<file path="src/rtl/pipe_delay_reg_if.sv">
// ============================================================================
// Module   : pipe_delay_reg_if
// Brief    : Handshake bundle for pipe_delay_reg (upstream, downstream, flush).
// Revision : 1.0
// ============================================================================
`default_nettype none

interface pipe_delay_reg_if #(
    parameter int WIDTH = 12,
    parameter int DEPTH = 4
);
    localparam int OCC_W = $clog2(DEPTH + 1);

    logic             flush;
    logic             in_valid;
    logic             in_ready;
    logic [WIDTH-1:0] in_data;
    logic             out_valid;
    logic             out_ready;
    logic [WIDTH-1:0] out_data;
    logic [OCC_W-1:0] occupancy;

    modport master (
        output flush,
        output in_valid,
        output in_data,
        output out_ready,
        input  in_ready,
        input  out_valid,
        input  out_data,
        input  occupancy
    );

    modport slave (
        input  flush,
        input  in_valid,
        input  in_data,
        input  out_ready,
        output in_ready,
        output out_valid,
        output out_data,
        output occupancy
    );
endinterface

`default_nettype wire

</file>
<file path="src/rtl/pipe_delay_reg.sv">
// ============================================================================
// Module   : pipe_delay_reg
// Brief    : DEPTH-stage valid/ready delay pipeline with bubble collapsing,
//            synchronous flush and a registered occupancy count.
// Revision : 1.0
// ============================================================================
`default_nettype none

module pipe_delay_reg #(
    parameter int WIDTH = 12,
    parameter int DEPTH = 4
) (
    input  wire logic       clk,
    input  wire logic       rst,
    pipe_delay_reg_if.slave bus
);
    localparam int OCC_W = $clog2(DEPTH + 1);

    logic [DEPTH-1:0] valid_q;
    logic [DEPTH-1:0] valid_d;
    logic [WIDTH-1:0] data_q [DEPTH];
    logic [WIDTH-1:0] data_d [DEPTH];
    logic [OCC_W-1:0] occ_q;
    logic [OCC_W-1:0] occ_d;

    logic [DEPTH-1:0] adv;
    logic             in_xfer;
    logic             out_xfer;

    // A stage advances if out_ready or any stage at or after it is empty;
    // the running OR avoids a self-referencing chain on one vector.
    always_comb begin
        logic carry;
        adv   = '0;
        carry = bus.out_ready;
        for (int i = DEPTH - 1; i >= 0; i--) begin
            carry  = carry | ~valid_q[i];
            adv[i] = carry;
        end
    end

    assign bus.in_ready  = adv[0] & ~bus.flush;
    assign in_xfer       = bus.in_valid & bus.in_ready;
    assign out_xfer      = valid_q[DEPTH-1] & bus.out_ready;

    assign bus.out_valid = valid_q[DEPTH-1];
    assign bus.out_data  = data_q[DEPTH-1];
    assign bus.occupancy = occ_q;

    always_comb begin
        valid_d = valid_q;
        for (int i = 0; i < DEPTH; i++) begin
            data_d[i] = data_q[i];
        end

        if (adv[0]) begin
            valid_d[0] = in_xfer;
            if (in_xfer) begin
                data_d[0] = bus.in_data;
            end
        end

        // Invalid entries move only their flag; data registers keep history.
        for (int i = 1; i < DEPTH; i++) begin
            if (adv[i]) begin
                valid_d[i] = valid_q[i-1];
                if (valid_q[i-1]) begin
                    data_d[i] = data_q[i-1];
                end
            end
        end

        if (bus.flush) begin
            valid_d = '0;
        end
    end

    always_comb begin
        occ_d = occ_q;
        if (bus.flush) begin
            occ_d = '0;
        end else if (in_xfer && !out_xfer) begin
            occ_d = occ_q + OCC_W'(1);
        end else if (!in_xfer && out_xfer) begin
            occ_d = occ_q - OCC_W'(1);
        end
    end

    always_ff @(posedge clk) begin
        if (rst) begin
            valid_q <= '0;
            occ_q   <= '0;
            for (int i = 0; i < DEPTH; i++) begin
                data_q[i] <= '0;
            end
        end else begin
            valid_q <= valid_d;
            occ_q   <= occ_d;
            for (int i = 0; i < DEPTH; i++) begin
                data_q[i] <= data_d[i];
            end
        end
    end
endmodule

`default_nettype wire

</file>
<file path="src/flat_wrapper.sv">
// flat-port wrapper written by rule: the top's interface ports become plain ports
module pipe_delay_reg_flat 
#(
    parameter int WIDTH = 12,
    parameter int DEPTH = 4
)
  (clk, rst, bus_flush, bus_in_valid, bus_in_data, bus_out_ready, bus_in_ready, bus_out_valid, bus_out_data, bus_occupancy);
  pipe_delay_reg_if #(.WIDTH(WIDTH), .DEPTH(DEPTH)) bus_i ();
  input  wire logic clk;
  input  wire logic rst;
  input wire logic [$bits(bus_i.flush)-1:0] bus_flush;
  input wire logic [$bits(bus_i.in_valid)-1:0] bus_in_valid;
  input wire logic [$bits(bus_i.in_data)-1:0] bus_in_data;
  input wire logic [$bits(bus_i.out_ready)-1:0] bus_out_ready;
  output wire logic [$bits(bus_i.in_ready)-1:0] bus_in_ready;
  output wire logic [$bits(bus_i.out_valid)-1:0] bus_out_valid;
  output wire logic [$bits(bus_i.out_data)-1:0] bus_out_data;
  output wire logic [$bits(bus_i.occupancy)-1:0] bus_occupancy;
  assign bus_i.flush = bus_flush;
  assign bus_i.in_valid = bus_in_valid;
  assign bus_i.in_data = bus_in_data;
  assign bus_i.out_ready = bus_out_ready;
  assign bus_in_ready = bus_i.in_ready;
  assign bus_out_valid = bus_i.out_valid;
  assign bus_out_data = bus_i.out_data;
  assign bus_occupancy = bus_i.occupancy;
  pipe_delay_reg #(.WIDTH(WIDTH), .DEPTH(DEPTH)) u_core (.clk(clk), .rst(rst), .bus(bus_i));
endmodule
</file>
<file path="config.mk">
export PLATFORM = sky130hd
export DESIGN_NAME = pipe_delay_reg_flat
export DESIGN_NICKNAME = d
export VERILOG_FILES = /design/src/rtl/pipe_delay_reg_if.sv /design/src/rtl/pipe_delay_reg.sv /design/src/flat_wrapper.sv
export SDC_FILE = /design/constraint.sdc
export NUM_CORES = 1
export LEC_CHECK = 0
export CORE_MARGIN = 2
export CORE_UTILIZATION = 30
export DETAILED_ROUTE_END_ITERATION = 8
export PLACE_DENSITY_LB_ADDON = 0.15
export SLEW_MARGIN = 10
export SYNTH_ARGS = -nofsm -noshare
export SYNTH_HDL_FRONTEND = slang
export SYNTH_SLANG_ARGS = --single-unit
</file>
<file path="constraint.sdc">
create_clock -name clk -period 6.7 [get_ports clk]
set_clock_uncertainty 0.05 [all_clocks]
set_input_delay 1.34 -clock clk [delete_from_list [all_inputs] [get_ports clk]]
set_output_delay 1.34 -clock clk [all_outputs]
set_load 0.01 [all_outputs]
</file>
Word level (Yosys, flattened, before mapping)
Memory sizes are Yosys's and may differ from the RTL's.
Index checks and enable logic that the tools add are counted.
- flip-flop bits (word level): 7
- bits in writable memories: 48
- input bits: 17
- output and inout port bits: 17
- logic and storage cells: 47
- memories: 1
- $add $sub $neg: 2
- mux-type cells: 17
- bitwise operators: 16
- reductions and logical operators: 6
- memories (memory ; words ; bits a word ; read ports ; clocked after memory_dff ; write ports ; RTL line ; source):
    u_core.data_q ; 4 ; 12 ; 4 ; 0 ; 4 ; pipe_delay_reg.sv:21 ; logic [WIDTH-1:0] data_q [DEPTH];
- operator list (kind ; count):
    12-bit 2-to-1 mux ; 12
    1-bit bitwise OR ; 8
    3-bit 2-to-1 mux ; 2
    1-bit inverter ; 5
    3-bit by 1-bit adder with 3-bit output (second input constant) ; 1
    1-bit bitwise AND ; 3
    1-bit 2-to-1 mux ; 3
    3-bit by 1-bit subtractor with 3-bit output (second input constant) ; 1
    1-bit logical AND ; 2
    1-bit logical NOT ; 2
    2-bit nonzero test ; 1
    2-bit OR reduction ; 1

Longest topological paths before layout
Gate-level depths: netlist (run 1).
- word-level depth: 11
- depth in mapped cells: 11
- depth with buffers taken out: 8

Worst setup path after synthesis (run 1)
Ideal clock, no wire load.
- path type: input port to output port
- start point: input bus_out_ready
- end point: output bus_in_ready
- arrival time: 2.022 ns
- path slack: 3.288 ns
- stages: 4
- cells stage by stage: and4b_1 > buf_6 > buf_2 > a21oi_1
- cells in the longest elaborated chain, start to end: 5
- ends and longest elaborated chain (what ; RTL line ; source):
    from (decl) ; flat_wrapper.sv:14 ; input wire logic [$bits(bus_i.out_ready)-1:0] bus_out_ready;
    1-bit bitwise OR (4 in a row) ; pipe_delay_reg.sv:37 ; carry = carry | ~valid_q[i];
    1-bit bitwise AND ; pipe_delay_reg.sv:42 ; assign bus.in_ready = adv[0] & ~bus.flush;
    to (decl) ; flat_wrapper.sv:15 ; output wire logic [$bits(bus_i.in_ready)-1:0] bus_in_ready;
Every way passes these cells.

Final worst setup path (run 1)
Same ends and word-level chain as after synthesis.

==> flow_summary.yaml, run 1 <==
outcome:
  status: "completed"
min_path:
  hold_path.class: "reg -> reg"
  worst_hold_startpoint: "u_core.data_q[0][35]$_SDFFE_PP0P_"
  destination_of_the_worst_hold_path: "u_core.data_q[0][47]$_SDFFE_PP0P_"
  hold_depth: 2
routing:
  average_detailed_routed_wire_length_per_instance_um: 11.9
  wire_length_after_detailed_routing_um: 4460
  drt.antenna.violating_nets: 0
  vias: 1682
  drt-initial-drc-count: 92
  drt-vias-per-instance: 4.50
  post-route-drc-count: 0
  drt_pre_antenna_iters: 4
die:
  boundaryPins: 34
  placement_rows: 32
  fp.dieW_um: 92.1
  core_area_um2: 7610
  die_y_um: 92.1
  floorplan.die_area_um2: 8470
  initial_utilization_pct: 30.6
worst_setup_path:
  timing.critical_path.cells: "clkdlybuf4s50_1 > and4b_1 > a21oi_1 > clkdlybuf4s50_1"
  worst_r2r_endpoint: "u_core.bus.occupancy[2]$_SDFFE_PP0P_"
  critical-path-top-cell-by-count: "sky130_fd_sc_hd__clkdlybuf4s50_1"
  worst-r2r-setup-slack_ns: 3.75
  critical-path-top-delay-family: "buffers and inverters"
  worst-endpoint-required_ns: 5.31
  cp_slowest_stage_delay_ns: 0.64
  crit_buf_inv: 2
  cp-end-kind: "output pin"
  cp-start-kind: "input port"
  crit-reg2reg-launch: "u_core.valid_q[2]$_SDFFE_PP0P_"
  crit_type: "in -> out"
  worstPathArrival_ns: 3.12
  worst_r2r_path_depth: 8
  critical-path-slowest-cell: "sky130_fd_sc_hd__and4b_1"
  crit_path_max_fanout: 15
yosys:
  synthSimpleGateAreaFrac_pct: 17.6
  synth_top_family_by_area: "compound AO/OA/AOI/OAI gates"
  synth_warn: 0
  syn_area_um2: 2330
  synth.net_count: 283
  ys_seq_elements: 55
  post_synth_fa_ha_maj_area_fraction_pct: 1.40
  synth_xor_xnor_area_share_pct: 0.753
  share_of_the_yosys_chip_area_belonging_to_registers_pct: 47.3
  synth_compound_area_share_pct: 17.7
  synth_area_per_cell_um2: 8.81
  synthesis.instances: 264
  muxShareOfSynthArea_pct: 5.59
  count_of_cell_types_in_the_netlist: 25
timing:
  post-route-period-util_pct: 67.4
  finalSetupTns_ns: 0
  finalHoldViolations: 0
  setup_violations: 0
  min_period_ns: 4.51
  timing.final.max_slew_violations: 0
  fmaxAchievable_mhz: 222
  fin_worst_hold_slack_ns: 0.419
  grt_setup_unrepaired: "no"
  transition_time_at_the_pin_with_the_least_slew_margin_ns: 0.720
  relSlewSlack_pct: 51.9
layout:
  final_layout_size_suffix_gt1_share_pct: 3.68
  nNetsFinal: 290
  synthToLayoutAreaGrowth_pct: 15.4
  post-route-cell-area_um2: 2690
  fin_util_pct: 35.3
  fillerInstances: 848
  insertedDiodeCount: 0
  most_common_cell_after_layout_fill_and_taps_aside: "sky130_fd_sc_hd__dfxtp_1"
  mostFrequentLayoutCells: "sky130_fd_sc_hd__dfxtp_1 (55), sky130_fd_sc_hd__a21oi_1 (42), sky130_fd_sc_hd__o21ai_0 (37)"
  layoutNonFillerInstCount: 374
clock_tree:
  tritoncts_num_sinks: 55
  clk_latency_ns: 0.30
  htreeDepth: 2
  holdBufCountCts: 0
  cts_max_path_buffers: 2
  tritoncts: "done"
  cts_setup_buffers: 0
  post_cts_resize_count: 0
  clock-root-buffer: "sky130_fd_sc_hd__clkbuf_8"
  cts-buffers-inserted: 5
  worst_setup_hold_path_clk_slew_ns: 0.09
global_route:
  grt_pass1_wl_um: 7740
  global_route.usage.total_pct: 11.3
  grt_antenna_before_repair: 0
  grt_remaining_overflow: 0
  grt_pass1_vias: 1618
  grt_max_degree: 62
place:
  place_inst: 366
  place.port_buffers: 33
  gp_routability_congestion: 0.691
  place_area_um2: 2590
flow_run:
  number_of_violations_of_the_max_capacitance_limit: 0
pwr:
  power.static_leakage_nw: 0.862
  irDropWorstVdd_mv: 0.0794
  power_density_nw_per_um2: 210
cells by family after synthesis:
| group | count (synthesis) |
|---|---|
| AO/OA/AOI/OAI | 80 |
| AND/OR/NAND/NOR | 73 |
| flip-flops | 55 |
| buffers and inverters | 39 |
| multiplexers | 13 |
| XOR/XNOR | 2 |
| adder cells (fa/ha/maj) | 2 |
worst max-delay path by stage:
stage | startpoint | end | slack [ns] | cells after the start
6_report | bus_out_ready | bus_in_ready | 2.19 | 4
5_1_grt | bus_out_ready | bus_in_ready | 2.08 | 4
4_1_cts | bus_out_ready | bus_in_ready | 2.17 | 4
3_5_place_dp | bus_out_ready | bus_in_ready | 2.19 | 4
3_3_place_gp | bus_out_ready | bus_in_ready | 2.19 | 4
2_1_floorplan | bus_out_ready | bus_in_ready | 3.29 | 4
routing by layer:
| metal | vias up | part of all wire (%) | global-route usage [%] |
|---|---|---|---|
| met3 | 6 | 3.9 | 2.47 |
| li1 | 910 | - | - |
| met4 | 0 | 1.3 | 4.85 |
| met2 | 35 | 40 | 16.6 |
| met5 | - | 0 | 0 |
| met1 | 731 | 54 | 15.8 |
Yosys cell counts:
cell type	count	area share, %
sky130_fd_sc_hd__dfxtp_1	55	47
sky130_fd_sc_hd__a21oi_1	42	9.0
sky130_fd_sc_hd__o21ai_0	37	8.0
sky130_fd_sc_hd__nand3_1	36	7.7
sky130_fd_sc_hd__nand2b_1	26	7.0
sky130_fd_sc_hd__clkbuf_1	16	2.6
sky130_fd_sc_hd__mux2i_1	13	5.6
sky130_fd_sc_hd__buf_4	12	3.9
sky130_fd_sc_hd__inv_1	5	0.81
sky130_fd_sc_hd__nor2_1	4	0.65
sky130_fd_sc_hd__buf_1	2	0.32
sky130_fd_sc_hd__buf_6	2	0.97
sky130_fd_sc_hd__xor2_1	2	0.75
sky130_fd_sc_hd__a21oi_4	1	0.70
sky130_fd_sc_hd__and3b_1	1	0.38
sky130_fd_sc_hd__and4b_1	1	0.43
sky130_fd_sc_hd__buf_12	1	0.86
sky130_fd_sc_hd__buf_2	1	0.21
sky130_fd_sc_hd__fa_1	1	0.86
sky130_fd_sc_hd__ha_1	1	0.54
sky130_fd_sc_hd__nand2_1	1	0.16
sky130_fd_sc_hd__nand3b_1	1	0.32
sky130_fd_sc_hd__nand4b_1	1	0.38
sky130_fd_sc_hd__nor2b_1	1	0.27
sky130_fd_sc_hd__or3_1	1	0.27
final cells by class:
| class | count | area [µm²] | share of cell area [%] |
|---|---|---|---|
| clock buffers | 6 | 82.6 | 3.08 |
| clock inverters | 2 | 16.3 | 0.606 |
| inverters | 5 | 18.8 | 0.699 |
| multi-input cells | 170 | 1000 | 37.3 |
| flip-flops and latches | 55 | 1100 | 41.0 |
| well taps | 102 | 128 | 4.75 |
| repair buffers | 34 | 338 | 12.6 |
power by group:
| part | internal [W] | total (W) | switching (W) |
|---|---|---|---|
| Combinational | 0.0000199 | 0.0000362 | 0.0000164 |
| Clock | 0.0000845 | 0.000192 | 0.000107 |
| Sequential | 0.000332 | 0.000337 | 0.00000466 |
per-stage QoR:
step | setup slack (ns) | power [W]
detailed placement | 2.19 | 0.000381
finish | 2.19 | 0.000565
global placement | 2.19 | 0.000381
CTS | 2.17 | 0.000577
floorplan | 3.29 | 0.000366
global route | 2.08 | 0.000595
state kept, by name (all words and copies together) (netlist names):
| signal | flops |
|---|---|
| u_core.data_q | 48 |
| u_core.valid_q | 4 |
| u_core.bus.occupancy | 3 |
worst reg2reg max path: stages (launching register included):
cell and delay [ns]:
sky130_fd_sc_hd__dfxtp_1 0.49, sky130_fd_sc_hd__and4b_1 0.48, sky130_fd_sc_hd__a21oi_4 0.56, sky130_fd_sc_hd__ha_1 0.28, sky130_fd_sc_hd__inv_1 0.06, sky130_fd_sc_hd__fa_1 0.37
sky130_fd_sc_hd__xor2_1 0.15, sky130_fd_sc_hd__or3_1 0.31, sky130_fd_sc_hd__a21oi_1 0.14
Note: power is estimated with default switching activity, not from simulation.
==> inputs of run 2 (changes only) <==
==> constraint.sdc (replaced) <==
create_clock -name clk -period 4.2 [get_ports clk]
set_clock_uncertainty 0.05 [all_clocks]
set_input_delay 0.84 -clock clk [delete_from_list [all_inputs] [get_ports clk]]
set_output_delay 0.84 -clock clk [all_outputs]
set_load 0.01 [all_outputs]
==> flow_summary.yaml, run 2 (same netlist as run 1, synthesis figures left out) <==
outcome:
  status: "completed"
pwr:
  power.static_leakage_nw: 0.870
  power_density_nw_per_um2: 349
  irDropWorstVdd_mv: 0.126
worst_setup_path:
  critical-path-slowest-cell: "sky130_fd_sc_hd__and4b_1"
  crit-reg2reg-launch: "u_core.valid_q[2]$_SDFFE_PP0P_"
  worst-endpoint-required_ns: 3.31
  crit_type: "in -> out"
  cp-start-kind: "input port"
  worstPathArrival_ns: 2.63
  worst_r2r_endpoint: "u_core.bus.occupancy[2]$_SDFFE_PP0P_"
  worst-r2r-setup-slack_ns: 1.67
  timing.critical_path.cells: "clkdlybuf4s50_1 > and4b_1 > a21oi_1 > clkdlybuf4s50_1"
  critical-path-top-delay-family: "buffers and inverters"
  cp_slowest_stage_delay_ns: 0.64
  critical-path-top-cell-by-count: "sky130_fd_sc_hd__clkdlybuf4s50_1"
  cp-end-kind: "output pin"
  crit_path_max_fanout: 15
  crit_buf_inv: 2
  worst_r2r_path_depth: 8
routing:
  average_detailed_routed_wire_length_per_instance_um: 12.2
  drt-initial-drc-count: 61
  drt.antenna.violating_nets: 0
  drt_pre_antenna_iters: 4
  vias: 1675
  wire_length_after_detailed_routing_um: 4550
  drt-vias-per-instance: 4.48
  post-route-drc-count: 0
place:
  gp_routability_congestion: 0.671
  dpl.hpwl_um: 3050
  place.port_buffers: 33
clock_tree:
  tritoncts_num_sinks: 55
  cts_setup_buffers: 0
  clk_latency_ns: 0.31
  clock-root-buffer: "sky130_fd_sc_hd__clkbuf_8"
  post_cts_resize_count: 0
  htreeDepth: 2
  worst_setup_hold_path_clk_slew_ns: 0.09
  holdBufCountCts: 0
  tritoncts: "done"
  cts_max_path_buffers: 2
  cts-buffers-inserted: 5
global_route:
  grt_pass1_wl_um: 8000
  global_route.usage.total_pct: 11.8
  grt_max_degree: 32
  grt_pass1_vias: 1627
  grt_antenna_before_repair: 0
  grt_remaining_overflow: 0
flow_run:
  number_of_violations_of_the_max_capacitance_limit: 0
die:
  fp.dieW_um: 92.1
  boundaryPins: 34
  placement_rows: 32
  floorplan.die_area_um2: 8470
  core_area_um2: 7610
  initial_utilization_pct: 30.6
  die_y_um: 92.1
layout:
  mostFrequentLayoutCells: "sky130_fd_sc_hd__dfxtp_1 (55), sky130_fd_sc_hd__a21oi_1 (42), sky130_fd_sc_hd__o21ai_0 (37)"
  nNetsFinal: 291
  largest_register_ffs: 48
  fin_util_pct: 35.5
  regMostFlops: "u_core.data_q"
  fillerInstances: 828
  insertedDiodeCount: 0
  most_common_cell_after_layout_fill_and_taps_aside: "sky130_fd_sc_hd__dfxtp_1"
  synthToLayoutAreaGrowth_pct: 16.1
  final_layout_size_suffix_gt1_share_pct: 3.68
min_path:
  hold_depth: 2
  hold_path.class: "reg -> reg"
  destination_of_the_worst_hold_path: "u_core.data_q[0][47]$_SDFFE_PP0P_"
  worst_hold_startpoint: "u_core.data_q[0][35]$_SDFFE_PP0P_"
timing:
  fmaxAchievable_mhz: 284
  finalSetupTns_ns: 0
  finalHoldViolations: 0
  relSlewSlack_pct: 43.5
  timing.final.max_slew_violations: 0
  min_period_ns: 3.52
  grt_setup_unrepaired: "no"
  transition_time_at_the_pin_with_the_least_slew_margin_ns: 0.846
  post-route-period-util_pct: 83.9
  setup_violations: 0
run 2: cell types whose count changed in the layout (fill, tap and decap cells not counted), sizes merged:
| cell | before | now |
|---|---|---|
| clkbuf | 6 | 5 |
| buf | 1 | 2 |
| clkinv | 1 | 0 |
| bufinv | 0 | 1 |
run 2: per-layer routing:
layer | GRT usage [%] | vias to the layer above | share of wire (%)
met2 | 16.5 | 31 | 39
met1 | 17.1 | 729 | 56
met3 | 3.78 | 4 | 4.2
li1 | - | 911 | -
met4 | 3.36 | 0 | 1.4
met5 | 0 | - | 0
run 2: cell type report:
class                      count  area (µm²)  area share [%]
tap                          102         128            4.73
clock buffer                   5        68.8            2.55
timing repair buffer          35         345            12.8
clock inverter                 2        37.5            1.39
multi-input combinational    170        1000            37.1
sequential                    55        1100            40.8
inverter                       5        18.8           0.695
run 2: worst register-to-register path, stage by stage (launching register included):
cell,delay [ns]
sky130_fd_sc_hd__dfxtp_1,0.50
sky130_fd_sc_hd__and4b_1,0.49
sky130_fd_sc_hd__a21oi_4,0.23
sky130_fd_sc_hd__ha_1,0.19
sky130_fd_sc_hd__inv_1,0.06
sky130_fd_sc_hd__fa_1,0.37
sky130_fd_sc_hd__xor2_1,0.15
sky130_fd_sc_hd__or3_1,0.30
sky130_fd_sc_hd__a21oi_1,0.14
run 2: worst max-delay path by stage:
stage | from | end | slack, ns | cells after the start
6_report | bus_out_ready | bus_in_ready | 0.68 | 4
5_1_grt | bus_out_ready | bus_in_ready | 0.54 | 4
4_1_cts | bus_out_ready | bus_in_ready | 0.65 | 4
3_5_place_dp | bus_out_ready | bus_in_ready | 0.67 | 4
3_3_place_gp | bus_out_ready | bus_in_ready | 0.68 | 4
2_1_floorplan | bus_out_ready | u_core.bus.occupancy[2]$_SDFFE_PP0P_ | 1.40 | 10
run 2: power by group:
group	total (W)	switching [W]	internal [W]
Combinational	0.0000587	0.0000265	0.0000322
Clock	0.000346	0.000171	0.000174
Sequential	0.000538	0.00000749	0.000530
run 2: stage by stage:
| stage | instances | hold WS (ns) | setup slack (ns) | power [W] | area (µm²) |
|---|---|---|---|---|---|
| final | 374 | 0.421 | 0.676 | 0.000942 | 2700 |
| after global routing | 374 | 0.450 | 0.542 | 0.000991 | 2700 |
| after CTS | 374 | 0.421 | 0.651 | 0.000955 | 2700 |
| after detailed placement | 367 | 0.407 | 0.673 | 0.000609 | 2590 |
| after global placement | 367 | 0.408 | 0.684 | 0.000608 | 2590 |
| after floorplan | 264 | 0.390 | 1.40 | 0.000584 | 2330 |
==> inputs of run 3 (changes only) <==
==> constraint.sdc (replaced) <==
create_clock -name clk -period 3.3 [get_ports clk]
set_clock_uncertainty 0.05 [all_clocks]
set_input_delay 0.66 -clock clk [delete_from_list [all_inputs] [get_ports clk]]
set_output_delay 0.66 -clock clk [all_outputs]
set_load 0.01 [all_outputs]
==> flow_summary.yaml, run 3 (same netlist as run 1, synthesis figures left out) <==
outcome:
  status: "completed"
pwr:
  p_sw_w: 0.000269
  power.static_leakage_nw: 0.893
  internal_power_w: 0.000890
  combPwrFrac_pct: 6.8
  power_frac_seq_pct: 59.0
  total_power_w: 0.00116
  irDropWorstVdd_mv: 0.183
  power_frac_clock_pct: 34.2
  switching_share_pct: 23.2
  power_density_nw_per_um2: 424
die:
  fp.dieW_um: 92.1
  core_area_um2: 7610
  boundaryPins: 34
  floorplan.die_area_um2: 8470
  initial_utilization_pct: 30.6
  placement_rows: 32
  die_y_um: 92.1
layout:
  largest_register_ffs: 48
  synthToLayoutAreaGrowth_pct: 17.6
  most_common_cell_after_layout_fill_and_taps_aside: "sky130_fd_sc_hd__dfxtp_1"
  fillerInstances: 830
  regMostFlops: "u_core.data_q"
  layoutNonFillerInstCount: 379
  insertedDiodeCount: 0
  mostFrequentLayoutCells: "sky130_fd_sc_hd__dfxtp_1 (55), sky130_fd_sc_hd__a21oi_1 (42), sky130_fd_sc_hd__o21ai_0 (37)"
  nNetsFinal: 295
  final_layout_size_suffix_gt1_share_pct: 5.42
place:
  place_inst: 371
  place.port_buffers: 33
  gp_routability_congestion: 0.673
  dpl.hpwl_um: 3160
worst_setup_path:
  crit-reg2reg-launch: "u_core.valid_q[1]$_SDFFE_PP0P_"
  critical-path-top-cell-by-count: "sky130_fd_sc_hd__clkdlybuf4s50_1"
  crit_buf_inv: 2
  timing.critical_path.cells: "clkdlybuf4s50_1 > and4b_1 > a21oi_1 > clkdlybuf4s50_1"
  worst-r2r-setup-slack_ns: 1.01
  worst_r2r_endpoint: "u_core.bus.occupancy[2]$_SDFFE_PP0P_"
  critical-path-top-delay-family: "buffers and inverters"
  cp_slowest_stage_delay_ns: 0.56
  crit_type: "in -> out"
  cp-start-kind: "input port"
  cp-end-kind: "output pin"
  critical-path-slowest-cell: "sky130_fd_sc_hd__clkdlybuf4s50_1"
  crit_path_max_fanout: 7
  worst-endpoint-required_ns: 2.59
  worstSetupStartpoint: "bus_out_ready"
  worstPathArrival_ns: 2.25
  worst_r2r_path_depth: 9
routing:
  post-route-drc-count: 0
  drt-vias-per-instance: 4.58
  average_detailed_routed_wire_length_per_instance_um: 12.3
  drt.antenna.violating_nets: 0
  vias: 1736
  drt_pre_antenna_iters: 4
  drt-initial-drc-count: 59
  wire_length_after_detailed_routing_um: 4650
clock_tree:
  clk_latency_ns: 0.31
  worst_setup_hold_path_clk_slew_ns: 0.09
  cts_max_path_buffers: 2
  cts_setup_buffers: 0
  htreeDepth: 2
  cts-buffers-inserted: 5
  post_cts_resize_count: 0
  tritoncts: "done"
  tritoncts_num_sinks: 55
  clock-root-buffer: "sky130_fd_sc_hd__clkbuf_8"
  holdBufCountCts: 0
global_route:
  grt_antenna_before_repair: 0
  grt_pass1_vias: 1695
  grt_max_degree: 33
  grt_pass1_wl_um: 8230
  grt_remaining_overflow: 0
  global_route.usage.total_pct: 12.1
timing:
  relSlewSlack_pct: 50.5
  fmaxAchievable_mhz: 338
  min_period_ns: 2.96
  finalHoldViolations: 0
  grt_setup_unrepaired: "no"
  transition_time_at_the_pin_with_the_least_slew_margin_ns: 0.741
  post-route-period-util_pct: 89.6
  timing.final.max_slew_violations: 0
  finalSetupTns_ns: 0
  setup_violations: 0
min_path:
  hold_path.class: "reg -> reg"
  hold_depth: 2
  destination_of_the_worst_hold_path: "u_core.data_q[0][47]$_SDFFE_PP0P_"
  worst_hold_startpoint: "u_core.data_q[0][35]$_SDFFE_PP0P_"
flow_run:
  number_of_violations_of_the_max_capacitance_limit: 0
==> run 3: cell count changes in the layout (fill, tap and decap cells not counted) <==
cell                        before  now
sky130_fd_sc_hd__buf_12          0    1
sky130_fd_sc_hd__buf_4           2    5
sky130_fd_sc_hd__bufinv_16       1    0
sky130_fd_sc_hd__clkinv_4        0    1
sky130_fd_sc_hd__clkbuf_8        5    6
==> run 3: worst max path at each step <==
stage	endpoint	slack (ns)	depth (start not counted)
after floorplan	u_core.bus.occupancy[2]$_SDFFE_PP0P_	0.68	10
after global placement	u_core.bus.occupancy[2]$_SDFFE_PP0P_	0.29	9
after detailed placement	u_core.bus.occupancy[2]$_SDFFE_PP0P_	0.23	9
after CTS	bus_in_ready	0.33	4
after global routing	bus_in_ready	0.22	4
final	bus_in_ready	0.34	4
==> run 3: cell type report <==
class | instances | area, µm² | area share (%)
multi-input cells | 170 | 1000 | 36.6
clock buffers | 6 | 82.6 | 3.02
clock inverters | 2 | 16.3 | 0.595
flip-flops and latches | 55 | 1100 | 40.3
repair buffers | 39 | 388 | 14.2
well taps | 102 | 128 | 4.67
inverters | 5 | 18.8 | 0.686
==> run 3: per-stage QoR <==
| step | hold slack, ns | cell area [µm²] | utilization (%) | setup slack (ns) |
|---|---|---|---|---|
| 2_1_floorplan | 0.390 | 2330 | - | 0.681 |
| 3_3_place_gp | 0.405 | 2640 | 34.7 | 0.293 |
| 3_5_place_dp | 0.410 | 2640 | 34.7 | 0.232 |
| 4_1_cts | 0.425 | 2740 | 36.0 | 0.328 |
| 5_1_grt | 0.458 | 2740 | 36.0 | 0.223 |
| 6_report | 0.420 | 2740 | 36.0 | 0.345 |
==> run 3: metal layers <==
layer  global-route usage [%]  share of wire (%)
met5                        0                  0
met4                     4.85                1.7
met3                     2.88                4.8
met2                     18.3                 40
met1                     16.6                 53
==> run 3: power by group through the flow <==
stage / combinational [W] / clock (W) / sequential (W)
3_5_place_dp: 0.0000798 / 0 / 0.000699
2_1_floorplan: 0.0000472 / 0 / 0.000696
4_1_cts: 0.0000801 / 0.000409 / 0.000683
3_3_place_gp: 0.0000787 / 0 / 0.000699
6_report: 0.0000792 / 0.000396 / 0.000683
5_1_grt: 0.0000881 / 0.000442 / 0.000686
==> run 3: worst min-delay path, cell delays in order, from the launching register on <==
cell	delay, ns
sky130_fd_sc_hd__dfxtp_1	0.32
sky130_fd_sc_hd__nand3_1	0.06
sky130_fd_sc_hd__a21oi_1	0.05
